**src/rtl/tinker_exec_sequencer.sv**
```systemverilog
// Tinker execution sequencer: accepts one instruction at a time and walks it
// through register read, ALU or FPU dispatch, and register-file write-back.
module tinker_exec_sequencer #(
   parameter int unsigned FPU_TIMEOUT = 64,
   parameter int unsigned CNT_W       = 16
) (
   input  logic             clk,
   input  logic             rst_n,
   input  logic             instr_valid,
   output logic             instr_ready,
   input  logic [31:0]      instr,
   output logic             rf_re,
   output logic [4:0]       rf_rs_addr,
   output logic [4:0]       rf_rt_addr,
   input  logic [63:0]      rf_rs_data,
   input  logic [63:0]      rf_rt_data,
   output logic [4:0]       alu_op,
   output logic [63:0]      alu_a,
   output logic [63:0]      alu_b,
   output logic [11:0]      alu_L,
   input  logic [63:0]      alu_result,
   output logic             fpu_req_valid,
   input  logic             fpu_req_ready,
   output logic [4:0]       fpu_op,
   output logic [63:0]      fpu_a,
   output logic [63:0]      fpu_b,
   input  logic             fpu_resp_valid,
   input  logic [63:0]      fpu_result,
   output logic             rf_we,
   output logic [4:0]       rf_wa,
   output logic [63:0]      rf_wd,
   output logic             busy,
   output logic             illegal_op,
   output logic             fpu_timeout,
   output logic [CNT_W-1:0] retired
);

   localparam logic [2:0] S_IDLE  = 3'd0;
   localparam logic [2:0] S_READ  = 3'd1;
   localparam logic [2:0] S_ALU   = 3'd2;
   localparam logic [2:0] S_FREQ  = 3'd3;
   localparam logic [2:0] S_FWAIT = 3'd4;
   localparam logic [2:0] S_WB    = 3'd5;

   localparam int unsigned       WAIT_W    = (FPU_TIMEOUT > 1) ? $clog2(FPU_TIMEOUT) : 1;
   localparam logic [WAIT_W-1:0] WAIT_LAST = WAIT_W'(FPU_TIMEOUT - 1);

   logic [2:0]        r_state;
   logic [4:0]        r_op;
   logic [4:0]        r_rd;
   logic [4:0]        r_rs;
   logic [4:0]        r_rt;
   logic [11:0]       r_L;
   logic [63:0]       r_opA;
   logic [63:0]       r_opB;
   logic [63:0]       r_res;
   logic [WAIT_W-1:0] r_wait;
   logic              r_timeout;
   logic [CNT_W-1:0]  r_retired;

   logic w_is_alu;
   logic w_is_fpu;

   always_comb begin
      w_is_alu = 1'b0;
      case (r_op)
         5'b11000, 5'b11010, 5'b11100, 5'b11101,
         5'b00000, 5'b00001, 5'b00010, 5'b00011, 5'b00100,
         5'b00110, 5'b10001, 5'b10010: w_is_alu = 1'b1;
         default:                      w_is_alu = 1'b0;
      endcase
      w_is_fpu = (r_op[4:2] == 3'b101);
   end

   always_ff @(posedge clk or negedge rst_n) begin
      if (!rst_n) begin
         r_state   <= S_IDLE;
         r_op      <= '0;
         r_rd      <= '0;
         r_rs      <= '0;
         r_rt      <= '0;
         r_L       <= '0;
         r_opA     <= '0;
         r_opB     <= '0;
         r_res     <= '0;
         r_wait    <= '0;
         r_timeout <= 1'b0;
         r_retired <= '0;
      end else begin
         case (r_state)
            S_IDLE: begin
               if (instr_valid) begin
                  r_op    <= instr[31:27];
                  r_rd    <= instr[26:22];
                  r_rs    <= instr[21:17];
                  r_rt    <= instr[16:12];
                  r_L     <= instr[11:0];
                  r_state <= S_READ;
               end
            end
            S_READ: begin
               r_opA <= rf_rs_data;
               r_opB <= rf_rt_data;
               if (w_is_alu)      r_state <= S_ALU;
               else if (w_is_fpu) r_state <= S_FREQ;
               else               r_state <= S_IDLE;
            end
            S_ALU: begin
               r_res   <= alu_result;
               r_state <= S_WB;
            end
            S_FREQ: begin
               if (fpu_req_ready) begin
                  r_wait  <= '0;
                  r_state <= S_FWAIT;
               end
            end
            S_FWAIT: begin
               // A response in the final wait cycle still beats the timeout.
               if (fpu_resp_valid) begin
                  r_res   <= fpu_result;
                  r_state <= S_WB;
               end else if (r_wait == WAIT_LAST) begin
                  r_timeout <= 1'b1;
                  r_state   <= S_IDLE;
               end else begin
                  r_wait <= r_wait + WAIT_W'(1);
               end
            end
            S_WB: begin
               r_retired <= r_retired + CNT_W'(1);
               r_state   <= S_IDLE;
            end
            default: r_state <= S_IDLE;
         endcase
      end
   end

   assign instr_ready   = (r_state == S_IDLE);
   assign busy          = (r_state != S_IDLE);
   assign rf_re         = (r_state == S_READ);
   assign rf_rs_addr    = r_rs;
   assign rf_rt_addr    = r_rt;
   assign alu_op        = r_op;
   assign alu_a         = r_opA;
   assign alu_b         = r_opB;
   assign alu_L         = r_L;
   assign fpu_req_valid = (r_state == S_FREQ);
   assign fpu_op        = r_op;
   assign fpu_a         = r_opA;
   assign fpu_b         = r_opB;
   assign rf_we         = (r_state == S_WB);
   assign rf_wa         = r_rd;
   assign rf_wd         = r_res;
   assign illegal_op    = (r_state == S_READ) && !w_is_alu && !w_is_fpu;
   assign fpu_timeout   = r_timeout;
   assign retired       = r_retired;

endmodule

```
**config.mk**
```make
export PLATFORM = sky130hd
export DESIGN_NAME = tinker_exec_sequencer
export DESIGN_NICKNAME = d
export VERILOG_FILES = /design/src/rtl/tinker_exec_sequencer.sv
export SDC_FILE = /design/constraint.sdc
export NUM_CORES = 1
export LEC_CHECK = 0
export CAP_MARGIN = 10
export CORE_AREA = 5 5 258 260
export CTS_BUF_LIST = sky130_fd_sc_hd__clkbuf_16
export DETAILED_ROUTE_END_ITERATION = 10
export DIE_AREA = 0 0 263 265
export PLACE_DENSITY = 0.5
export SLEW_MARGIN = 20
export SYNTH_ARGS = -nofsm -noshare
export SYNTH_HDL_FRONTEND = slang
export SYNTH_SLANG_ARGS = --single-unit
```
**constraint.sdc**
```tcl
create_clock -name clk -period 2.6 [get_ports clk]
set_clock_uncertainty 0.2 [all_clocks]
set_input_delay 0.26 -clock clk [delete_from_list [all_inputs] [get_ports clk]]
set_output_delay 0.26 -clock clk [all_outputs]
set_load 0.02 [all_outputs]
```
After elaboration in Yosys (flattened, before gate mapping):

Memories as Yosys holds them, arrays and structs flattened.
Index checks and enable logic that the tools add are counted.

* input port bits: 293
* memories: 1
* register bits after elaboration: 250
* word-level logic and storage cells: 55
* memory bits (read-only): 32

Memories
* (no name shown): depth 32, width 1, read ports 1, clocked after memory_dff 0, write ports 0, RTL line 66 `case (r_op)`

* bitwise operators: 1
* reductions and logical operators: 13
* multiplexer cells: 13
* $add $sub $neg: 2
* eq/ne operators: 13

Operators by type and width (number)
* $pmux 64 s2: 1
* $mux 64: 1
* $mux 6: 3
* $add 16x1->16 const B: 1
* $pmux 3 s5: 1
* $mux 3: 4
* $pmux 6 s2: 1
* $eq 3x3->1 const B: 3
* $ne 2x2->1 const B: 4
* $add 6x1->6 const B: 1
* $eq 3x2->1 const B: 2
* $eq 6x6->1 const B: 1
* $reduce_and 3->1: 2
* $mux 2: 2
* $reduce_and 2->1: 2
* $reduce_and 4->1: 1
* $reduce_bool 2->1: 2
* $eq 3x1->1 const B: 1
* $logic_not 3->1: 1
* $ne 3x3->1 const B: 1
* $reduce_bool 3->1: 1
* $logic_and 1x1->1: 2
* $logic_not 1->1: 2
* $ne 2x1->1 const B: 1
* $not 1->1: 1

Longest topological paths before layout:

Gate-level depths: netlist (run 1).

* word-level depth: 4
* mapped depth: 7
* gate-level depth less buffers: 5

Worst setup path before layout (run 1):

Ideal clock, no wire load.

* path type: register to register
* start point: register r_state[2]
* end point: register r_L[0], in the netlist alu_L[0]
* data required time: 2275 ps
* path buffers: 3
* data arrival time: 2010 ps
* setup slack: 265 ps
* clock period less this slack: 2335 ps
* stages on the path, launching flop included: 8
* library setup time: 125 ps
* cells stage by stage: dfrtp_1 > buf_4 > or3_1 > inv_1 > and2_1 > clkbuf_1 > buf_4 > mux2_2

* longest elaborated chain between the ends: 2

RTL lines
* start, declared: RTL line 48 `logic [2:0] r_state;`
* start signal, assigned: RTL line 77 `r_state <= S_IDLE;`
* start signal, assigned: RTL line 98 `r_state <= S_READ;`
* start signal, assigned: RTL line 104 `if (w_is_alu) r_state <= S_ALU;`
* $logic_not 3->1
* via instr_ready: RTL line 10 `output logic instr_ready,`
* $reduce_and 2->1 (no line)
* end signal, assigned: RTL line 97 `r_L <= instr[11:0];`
* end, declared: RTL line 53 `logic [11:0] r_L;`

The timed path passes the listed nets, and every way through them passes these cells.
A chain may end at the register's enable or synchronous reset.

Final worst setup path (run 1):

* start point: register r_op[3], in the netlist alu_op[3]
* end point: output illegal_op

* longest elaborated chain between the ends: 4
* elaborated cells on any way between the ends: 6
* classes of those cells: eq/ne (1); reduce/logical (4); memory (1)

RTL lines
* start, declared: RTL line 49 `logic [4:0] r_op;`
* start signal, assigned: RTL line 93 `r_op <= instr[31:27];`
* $mem_v2 32x1
* $logic_not 1->1: RTL line 155 `assign illegal_op = (r_state == S_READ) && !w_is_alu && !w_is_fpu;`
* $logic_and 1x1->1: RTL line 155
* $logic_and 1x1->1 *: RTL line 155
* end, declared: RTL line 33 `output logic illegal_op,`

Mark *: on every way between the ends. The rest lies on a longest branch, timed or not.

==> flow_summary.yaml, run 1 <==
grt:
  antenna_found_initial: 4
  grt_pass1_vias: 9744
  overflow: 0
  grt_max_degree: 70
  grt_usage_pct: 11.5
  grt_pass1_wl_microns: 62900
placed_design:
  post-dp-hpwl_microns: 33500
  io_buffers: 672
  gp_congestion: 0.802
  post-place-cells: 2346
  place_area_sq_mm: 0.0181
worst_setup_path:
  cp-end-kind: "output pin"
  start_kind: "flop"
  cp.required_ps: 2140
  cp.arrival_ps: 1970
  critPathMaxFanout: 8
  path_class: "reg2out"
cells_and_area:
  stdcell_count: 2407
  nets: 1823
  area_growth_pct: 72.1
  finalInstanceArea_sq_mm: 0.0192
  layout-drive-gt1-share_pct: 15.9
sta:
  rsz0062_at_grt: "false"
  setup_viol: 0
  hold_viol: 0
  timing.slew.headroom_pct: 63.2
  holdWs_ps: 88.7
  worstMarginPinSlew_ps: 551
  maxSlewViolCount: 0
  finalCriticalPeriod_ps: 2430
  period_share_pct: 93.3
  setup-tns-final_ps: 0
  max_freq_ghz: 0.412
power_and_ir_drop:
  clockPowerShare_pct: 16.6
  p_comb_share_pct: 55.3
  sequentialPowerShare_pct: 28.1
  leakage_nw: 7.68
  power_density_mw_per_mm2: 1390
  p_int_w: 0.0160
  p_sw_w: 0.0106
  irDropWorstVdd_v: 0.000581
  switching_share_pct: 39.9
cts:
  clk_path_buf_depth: 3
  path_clk_slew_ps: 60
  htreeDepth: 2
  worstSkewPairLatency_ps: 510
  numCtsBuffers: 34
  cts_tree: "done"
  cts_sinks: 250
  root_buffer: "clkbuf_16"
synth:
  synth_top_area_share_pct: 56.2
  synth_area_sq_mm: 0.0111
  avgSynthCellArea_sq_um: 11.5
  synth_edf_count: 0
  ys_seq_elements: 250
  synth.area.top_cells: "dfrtp_1 56%, mux2_2 16%, buf_4 9.2%, nand2_1 4.8%, a31oi_1 3.6%"
  synth_async_sr_flop_share_pct: 100
  synthDistinctLibCells: 40
  yosysWarnings: 0
  yosys.area.top_type: "dfrtp_1"
  ys_seq_area_share_pct: 56.2
  syn-instance-count: 970
  synthFlopType: "dfrtp_1"
  syn_nets: 1265
die:
  num_io_pins: 673
  fp.dieW_microns: 263
  die_y_microns: 265
  start_util_pct: 17.4
  die_area_sq_mm: 0.0697
  core_area_sq_mm: 0.0639
  rows: 93
drt:
  routed_wirelength_microns: 42800
  drt_first_pass_iters: 4
  drc: 0
  detail_route.wl_per_cell_microns: 17.8
  ant_nets: 0
  num_vias: 9280
  detail_route.iter0.violations: 318
  viasPerCell: 3.86
status:
  status: "completed"
job:
  cap_violations: 0
worst_hold_path:
  hold_class: "in2async"
## placed cells by master (no fill, tap or decap), types with 10 or more instances in the layout
master and instances:
nand2_1 141, a31oi_1 64, nand3_1 11, inv_1 16
clkdlybuf4s50_1 666, nor2_1 71, dfrtp_1 248, nor3_1 10
mux2_2 160, buf_4 23, clkbuf_16 35
## flip-flops by register name, indices dropped and copies added, names as in the netlist, 3 cells and up
register / count
rf_rt_addr: 5
alu_op: 5
r_wait: 6
r_state: 3
rf_wa: 5
rf_wd: 64
alu_L: 12
alu_a: 64
retired: 16
alu_b: 64
rf_rs_addr: 5
## worst paths after layout
path	startpoint	slack, ps	end	depth (start not counted)
hold / removal	rst_n	90	alu_L[1]	2
setup / recovery	alu_op[3]	170	illegal_op	5
min in group clk	alu_result[4]	110	rf_wd[4]	3
max in group asynchronous	rst_n	1380	alu_b[7]	3
hold reg to reg	fpu_timeout	260	fpu_timeout	1
setup reg to reg	r_state[1]	400	r_wait[3]	4
## worst max-delay path: stages (launching register included)
cell and delay, ps:
dfrtp_1 440, nor3_1 210, o21ai_0 110, a21oi_1 200, o21a_1 160, clkdlybuf4s15_1 330
## cells by family after synthesis
kind of cell	synth area share [%]
muxes	16.3
adders and majority gates	0.225
xor gates and xnor gates	1.26
and+or+nand+nor	9.71
buffers and inverters	11.2
DFF	56.2
AOI/OAI and AO/OA	5.09
## power by group through the flow
stage               Sequential [W]  Clock, W  Combinational, W
finish                     0.00745   0.00441            0.0147
global route               0.00774   0.00477            0.0155
CTS                        0.00752   0.00465            0.0149
detailed placement         0.00756         0            0.0149
global placement           0.00750         0            0.0149
floorplan                  0.00924         0           0.00650
## through the flow
| step | util, % | setup WS, ps | power, W |
|---|---|---|---|
| final | 30.0 | 174 | 0.0266 |
| after global routing | 30.0 | 10.7 | 0.0280 |
| after CTS | 30.0 | 7.33 | 0.0271 |
| after detailed placement | 28.3 | 388 | 0.0225 |
| after global placement | 28.3 | 317 | 0.0224 |
| after floorplan | - | 265 | 0.0157 |
## cells in the mapped netlist, drive strengths merged, types with 2 or more instances
cell      n
inv       9
or3       2
and2      3
o21ai     6
o21a      2
nand2   141
a21oi    10
a31oi    64
nand3    11
buf     154
dfrtp   250
clkbuf   29
xnor2     9
nor2     72
nor3     10
o22ai     2
o32ai     2
nand4     3
and4      5
mux2    161
ha        2
xor2      7
nand2b    2
## repair_timing
| item | CTS | global route |
|---|---|---|
| setup buffers | 0 | 0 |
| setup endpoints to repair | 5 | 2 |
| hold endpoints to repair | 229 | 0 |
| gates resized for setup | 5 | 3 |
| hold buffers | 1 | 0 |
## layout make-up
class / instances / area (sq um)
Fill cell: 6470 / 44700
Inverter: 9 / 33.8
Timing Repair Buffer: 705 / 7090
Clock buffer: 35 / 876
Sequential cell: 250 / 6260
Tap cell: 855 / 1070
Multi-Input combinational cell: 528 / 3650
Clock inverter: 23 / 170
Antenna cell: 2 / 5.00
## routing by layer
layer	wire [microns]	global-route usage [%]	vias to the layer above	part of all wire [%]
met5	0	0	-	0
met4	1520	4.26	0	3.5
met3	3130	3.29	74	7.3
met2	22100	20.9	440	52
met1	16100	12.9	4468	38
li1	-	-	4298	-
(Power assumes the default switching activity.)
==> run 2, diff against run 1 <==
--- a/config.mk
+++ b/config.mk
@@ -6,12 +6,14 @@
 export NUM_CORES = 1
 export LEC_CHECK = 0
 export CAP_MARGIN = 10
-export CORE_AREA = 5 5 258 260
+export CORE_AREA = 2 2 262 264
 export CTS_BUF_LIST = sky130_fd_sc_hd__clkbuf_16
+export CTS_CLUSTER_DIAMETER = 60
 export DETAILED_ROUTE_END_ITERATION = 10
-export DIE_AREA = 0 0 263 265
-export PLACE_DENSITY = 0.5
+export DIE_AREA = 0 0 264 266
+export PLACE_DENSITY = 0.48
 export SLEW_MARGIN = 20
 export SYNTH_ARGS = -nofsm -noshare
 export SYNTH_HDL_FRONTEND = slang
 export SYNTH_SLANG_ARGS = --single-unit
+export TNS_END_PERCENT = 100
==> run 2 against run 1 <==
Effect of this change:
- clock power increased by 3%
- combinational power barely moved
- core utilization decreased by 1.5 points
- global-route usage fell by 0.60 points
- count of clock-buffer cells in the layout grew 1
- via count decreased by 1.7%
- critical path type unchanged
- sequential power decreased by 0.5%
- fmax is 1.4% lower
- critical endpoint is now busy
- non-clock buffer count grew 9
- die area grew 0.76%
- flip-flop and latch count unchanged
- final cell count up 1.5%
==> flow_summary.yaml, run 2 (synthesis results as in run 1) <==
sta:
  setup_viol: 0
  timing.slew.headroom_pct: 48.8
  setup_ws_ps: 139
  finalCriticalPeriod_ps: 2460
  hold_viol: 0
  maxSlewViolCount: 0
  rsz0062_at_grt: "false"
  worstMarginPinSlew_ps: 768
  setup-tns-final_ps: 0
  max_freq_ghz: 0.406
  period_share_pct: 94.6
placed_design:
  post-place-cells: 2379
  post-dp-hpwl_microns: 31000
  dp_slack_ps: 155
  gp_congestion: 0.749
  io_buffers: 672
drt:
  viasPerCell: 3.73
  num_vias: 9121
  drt_first_pass_iters: 5
  ant_nets: 0
  drc: 0
  detail_route.wl_per_cell_microns: 16.4
  routed_wirelength_microns: 40000
  detail_route.iter0.violations: 281
cells_and_area:
  stdcell_count: 2444
  multiInputGateArea_sq_mm: 0.00365
  utilization_pct: 28.5
  regArea_sq_mm: 0.00626
  nFillCells: 6989
  n_antenna_cell: 0
  final_common_cell: "clkdlybuf4s50_1"
  area_growth_pct: 73.2
  nets: 1833
  layout-drive-gt1-share_pct: 16.5
  mostFrequentLayoutCells: "666 x clkdlybuf4s50_1, 249 x dfrtp_1, 160 x mux2_2"
grt:
  grt_pass1_vias: 9512
  use_met2_pct: 19.4
  overflow: 0
  met3_usage_pct: 3.51
  antenna_found_initial: 1
  met1_usage_pct: 12.2
  grt_max_degree: 69
  grt_pass1_wl_microns: 59000
  grt_usage_pct: 10.9
  busiest_layer: "met2"
worst_setup_path:
  worst-path-buf-inv: 1
  cp_top_family: "buffers and inverters"
  cp.required_ps: 2140
  slowest_stage: "clkdlybuf4s50_1"
  start_kind: "flop"
  reg2reg_depth: 5
  worstPathCellList: "or3_1 -> clkdlybuf4s50_1"
  max_stage_delay_ps: 580
  r2r-end: "r_wait[3]"
  reg2reg_slack_ps: 190
  path_class: "reg2out"
  critPathMaxFanout: 10
  cp.arrival_ps: 2000
  r2r_start: "r_state[2]"
  cp-end-kind: "output pin"
worst_hold_path:
  hold_class: "in2async"
power_and_ir_drop:
  irDropWorstVdd_v: 0.000563
  leakage_nw: 7.73
  power_density_mw_per_mm2: 1380
die:
  fp.dieW_microns: 264
  core_area_sq_mm: 0.0677
  start_util_pct: 16.4
  die_y_microns: 266
  num_io_pins: 673
  rows: 96
  die_area_sq_mm: 0.0702
job:
  cap_violations: 0
cts:
  path_clk_slew_ps: 60
  cts_tree: "done"
  worstSkewPairLatency_ps: 540
  htreeDepth: 2
  numCtsBuffers: 35
  cts_sinks: 250
  clk_path_buf_depth: 3
  root_buffer: "clkbuf_16"
status:
  status: "completed"
## run 2: cell types whose count changed in the layout (fill, tap and decap cells not counted), sizes merged
cell and change:
buf +9, clkinv -1, clkinvlp +2, dlymetal6s2s -1, dlygate4sd2 +1, inv +1
diode -2, clkbuf +1
## run 2: worst max path at each step
stage / start / end / slack (ps) / cells past startpoint
floorplan: r_state[2] / alu_L[0] / 260 / 7
global placement: r_state[2] / r_wait[3] / 200 / 5
detailed placement: r_state[0] / r_wait[3] / 150 / 5
CTS: alu_op[3] / illegal_op / 60 / 5
global route: r_state[2] / r_wait[3] / 3 / 5
finish: r_state[2] / busy / 140 / 2
## run 2: worst register-to-register path, stage by stage (launching register included)
cell and delay, ps:
dfrtp_1 460, or3b_2 290, buf_4 560, nor3_1 150
or4_1 490, a21oi_1 170
## run 2: metrics by stage
step	power, W	instance area, sq um	hold WS, ps
final	0.0267	19300	73.8
after global routing	0.0281	19300	64.4
after CTS	0.0272	19300	38.8
after detailed placement	0.0224	18200	64.4
after global placement	0.0223	18200	61.1
after floorplan	0.0157	11100	-236
## run 2: cell type report
type	instances	share of cell area (%)
Sequential cell	250	32.4
Clock inverter	25	0.993
Inverter	9	0.175
Tap cell	882	5.72
Clock buffer	36	4.67
Multi-Input combinational cell	528	18.9
Timing Repair Buffer	714	37.0
## run 2: power by group
part           internal [W]  switching (W)  leakage, nW
registers           0.00580        0.00160         2.93
clock network       0.00271        0.00184        0.556
logic               0.00759        0.00714         4.24
total                0.0161         0.0106         7.73
## run 2: timing repair
item,CTS,global route
hold endpoints to repair,226,0
buffers inserted,3,0
pin swaps,1,0
hold buffers,1,0
endpoints found under the setup margin,5,1
cloned,0,0
resized for setup,7,1
## run 2: metal layers
metal	wire (microns)	vias up
met5	12	-
met4	1220	2
met3	3100	66
met2	20400	366
met1	15300	4378
li1	-	4309
==> run 3, diff against run 2 <==
--- a/config.mk
+++ b/config.mk
@@ -8,10 +8,9 @@
 export CAP_MARGIN = 10
 export CORE_AREA = 2 2 262 264
 export CTS_BUF_LIST = sky130_fd_sc_hd__clkbuf_16
-export CTS_CLUSTER_DIAMETER = 60
 export DETAILED_ROUTE_END_ITERATION = 10
 export DIE_AREA = 0 0 264 266
-export PLACE_DENSITY = 0.48
+export SKIP_CTS_REPAIR_TIMING = 1
 export SLEW_MARGIN = 20
 export SYNTH_ARGS = -nofsm -noshare
 export SYNTH_HDL_FRONTEND = slang
==> run 3 against run 2 <==
Effect of this change:
- count of clock-buffer cells in the layout is 6 lower
- non-clock buffer count fell by 11
- first-iteration DRC count decreased by 2.1%
- via count is 1.7% higher
- final area down 1.3%
- global-route usage down 0.12 points
- critical endpoint is now illegal_op
- flip-flop and latch count is the same
- hold slack worse by 44 ps
- largest cell class unchanged
==> flow_summary.yaml, run 3 (synthesis results as in run 1) <==
grt:
  grt_pass1_wl_microns: 58600
  grt_usage_pct: 10.8
  met3_usage_pct: 3.11
  busiest_layer: "met2"
  use_met2_pct: 20.2
  grt_pass1_vias: 9360
  antenna_found_initial: 8
  met1_usage_pct: 12.0
  grt_max_degree: 77
  overflow: 0
die:
  die_y_microns: 266
  fp.dieW_microns: 264
  start_util_pct: 16.4
  rows: 96
  die_area_sq_mm: 0.0702
  num_io_pins: 673
  core_area_sq_mm: 0.0677
job:
  cap_violations: 0
cts:
  root_buffer: "clkbuf_16"
  htreeDepth: 1
  path_clk_slew_ps: 60
  numCtsBuffers: 30
  cts_sinks: 250
  worstSkewPairLatency_ps: 580
  clk_path_buf_depth: 3
  cts_tree: "done"
power_and_ir_drop:
  p_int_w: 0.0154
  p_sw_w: 0.0104
  leakage_nw: 7.64
  irDropWorstVdd_v: 0.000650
  p_comb_share_pct: 56.9
  sequentialPowerShare_pct: 28.7
  finalPower_w: 0.0259
  switching_share_pct: 40.3
  power_density_mw_per_mm2: 1360
  clockPowerShare_pct: 14.4
worst_setup_path:
  path_class: "reg2out"
  reg2reg_slack_ps: 320
  r2r-end: "rf_wd[11]"
  cp.arrival_ps: 1930
  critPathMaxFanout: 8
  r2r_start: "r_state[1]"
  cp.required_ps: 2140
  start_kind: "flop"
  reg2reg_depth: 5
  cp-end-kind: "output pin"
cells_and_area:
  multiInputGateArea_sq_mm: 0.00366
  regArea_sq_mm: 0.00626
  final_common_cell: "clkdlybuf4s50_1"
  layout-drive-gt1-share_pct: 15.3
  area_growth_pct: 70.9
  nets: 1817
  mostFrequentLayoutCells: "665 x clkdlybuf4s50_1, 247 x dfrtp_1, 160 x mux2_2"
  nFillCells: 6997
  stdcell_count: 2428
drt:
  detail_route.wl_per_cell_microns: 16.6
  viasPerCell: 3.82
  drc: 0
  num_vias: 9274
  routed_wirelength_microns: 40300
  ant_nets: 0
  drt_first_pass_iters: 4
  detail_route.iter0.violations: 275
sta:
  period_share_pct: 92.0
  timing.slew.headroom_pct: 61.5
  worstMarginPinSlew_ps: 577
  holdWs_ps: 30.1
  finalCriticalPeriod_ps: 2390
  maxSlewViolCount: 0
  rsz0062_at_grt: "false"
  setup-tns-final_ps: 0
  hold_viol: 0
  setup_viol: 0
  max_freq_ghz: 0.418
placed_design:
  io_buffers: 672
  gp_congestion: 0.797
  post-place-cells: 2371
  post-dp-hpwl_microns: 31800
status:
  status: "completed"
worst_hold_path:
  hold_class: "in2async"
[run 3: worst max path at each step]
stage / startpoint / end / slack, ps / cells past startpoint
after CTS: r_state[0] / rf_re / -270 / 3
final: alu_op[3] / illegal_op / 210 / 5
after detailed placement: fpu_resp_valid / rf_wd[27] / 270 / 7
after global routing: alu_op[3] / illegal_op / 9 / 5
after global placement: fpu_resp_valid / rf_wd[3] / 340 / 7
after floorplan: r_state[2] / alu_L[0] / 260 / 7
[run 3: worst max-delay path, cell delays in order (launching register included)]
cell and delay (ps):
dfrtp_1 440, nor3_1 200, o21ai_0 110, a21oi_1 210, o21a_1 150, dlymetal6s2s_1 240
[run 3: power groups by stage]
stage                     combinational, W  clock (W)  sequential, W
final                               0.0147    0.00374        0.00742
after global placement              0.0147          0        0.00740
after CTS                           0.0149    0.00391        0.00746
after global routing                0.0155    0.00408        0.00770
after detailed placement            0.0148          0        0.00750
after floorplan                    0.00650          0        0.00924
[run 3: cell type report]
cell class / instances / share of cell area [%]
Inverter: 9 / 0.178
Timing Repair Buffer: 703 / 37.3
Clock buffer: 30 / 3.95
Sequential cell: 250 / 32.9
Clock inverter: 25 / 0.612
Multi-Input combinational cell: 528 / 19.2
Tap cell: 882 / 5.80
Antenna cell: 1 / 0.0132
[run 3: through the flow]
stage | setup slack [ps] | instance area, sq um | util [%]
after floorplan | 265 | 11100 | -
after global placement | 337 | 18100 | 26.8
after detailed placement | 267 | 18100 | 26.8
after CTS | -272 | 19000 | 28.0
after global routing | 8.65 | 19000 | 28.1
final | 207 | 19000 | 28.1
[run 3: per-layer routing]
layer,vias up,wire length (microns)
li1,4287,-
met1,4462,15200
met2,460,20800
met3,63,3340
met4,2,932
met5,-,19
==> RTL change (flow settings as in run 3) <==
`CNT_W`: 16 -> 18.
--- a/src/rtl/tinker_exec_sequencer.sv
+++ b/src/rtl/tinker_exec_sequencer.sv
@@ -2,7 +2,7 @@
 // through register read, ALU or FPU dispatch, and register-file write-back.
 module tinker_exec_sequencer #(
    parameter int unsigned FPU_TIMEOUT = 64,
-   parameter int unsigned CNT_W       = 16
+   parameter int unsigned CNT_W       = 18
 ) (
    input  logic             clk,
    input  logic             rst_n,
Interface: changed (resized retired); port bits go from 673 to 675. No check against the original RTL was run, so the function may have changed too.
==> RTL change against run 3 <==
  * Critical path depth did not move
  * Power rose by 0.35%
  * Design area increased by 0.61%
  * Highest routed layer is now met4
  * Hold slack got worse by 0.0040 ns
  * Sequential cell count up 2
  * Critical path type unchanged
  * Wire length fell by 3.6%
  * Fmax shrank 3.1%
  * Setup slack lost 0.075 ns
  * Count of clock-buffer cells in the layout grew 1
  * Synthesized area increased by 0.55%
  * Non-clock buffer count grew 5
==> RTL change: results (changes against run 3) <==
classification of the worst-slack hold path input port to flip-flop; critical-path maximum fanout 7 (-1); met2 Resource Use GR 18.6% (-1.6 points); global-route wire length before repair 57,600 µm (-1.7%); port buffer count 674 (+0.30%); metal1 wirelength 15,000 µm (-1.7%); grt met3 use 2.94% (-0.18 points); adder-cell share of the synthesized area 0.224% (-0.0012 points); count of placed standard cells in the final layout, fillers left out 2,426 (-0.082%); final weighted congestion of routability-driven global placement 0.793 (-0.55%); count of antenna diodes in the layout 0 (-1); post-synthesis area per instance 11.6 µm² (+1.3%); slew at the pin closest to its max-slew limit 0.615 ns (+0.0377 ns); estimated wirelength of the detail-placed design 30,700 µm (-3.3%); nets 1,816 (-0.055%); Routed WL 38,900 µm (-3.6%); CP arrival 2.01 ns (+0.08 ns); status complete, no violations; initial detailed-routing violation count 290 (+5.5%); GRT Total Usage 10.5% (-0.34 points); antenna violations before repair 0 (-8); Switching Power 10.5 mW (+0.35%); number of nets produced by synthesis 1,258 (-0.55%); multiplexer share of the synthesized area 16.3% (about the same); highest metal used met4; pin count of the biggest net entering global routing 73 (-5.2%); sum of met3 wire segment lengths after detailed routing 3130 µm (-6.2%)
-- RTL change: cell types whose count changed after synthesis, sizes merged, moves of 5 or more --
cell	delta
clkbuf	-9
nand2	-5
and3	+5
buf	+9
a21oi	-5
nor3	-6
-- RTL change: power groups by stage --
stage               Clock, mW  Sequential, mW  Combinational, mW
global route             4.21            7.72               15.4
floorplan                   0            9.29               6.44
CTS                      4.07            7.50               14.8
detailed placement          0            7.54               14.8
finish                   3.88            7.44               14.6
global placement            0            7.42               14.7
-- RTL change: path summary, 6_finish.rpt --
| path | slack (ns) | depth (start not counted) | to |
|---|---|---|---|
| setup reg to reg | 0.43 | 4 | retired[14]$_DFFE_PN0P_ |
| min in group asynchronous | 0.05 | 2 | alu_a[48]$_DFFE_PN0N_ |
| setup / recovery | 0.13 | 5 | illegal_op |
| max in group asynchronous | 1.43 | 3 | rf_wd[13]$_DFFE_PN0P_ |
| hold / removal | 0.03 | 3 | rf_wd[11]$_DFFE_PN0P_ |
| hold reg to reg | 0.26 | 1 | retired[17]$_DFFE_PN0P_ |
-- RTL change: final cells by class --
cell class / instances / area, µm²
Clock buffer: 31 / 776
Clock inverter: 25 / 133
Fill cell: 6967 / 48600
Inverter: 7 / 26.3
Multi-Input combinational cell: 521 / 3650
Sequential cell: 252 / 6310
Tap cell: 882 / 1100
Timing Repair Buffer: 708 / 7140
-- RTL change: critical path, stage by stage (launching register included) --
cell and delay [ns]:
dfrtp_1 0.43, or3_1 0.36, a211oi_1 0.21, a311oi_1 0.09, nor2b_1 0.14, clkbuf_2 0.19
-- RTL change: cells by family after synthesis --
| kind of cell | after synthesis |
|---|---|
| adders and majority gates | 2 |
| and+or+nand+nor | 253 |
| AOI/OAI and AO/OA | 87 |
| DFF | 252 |
| buffers and inverters | 190 |
| xor gates and xnor gates | 17 |
| muxes | 162 |
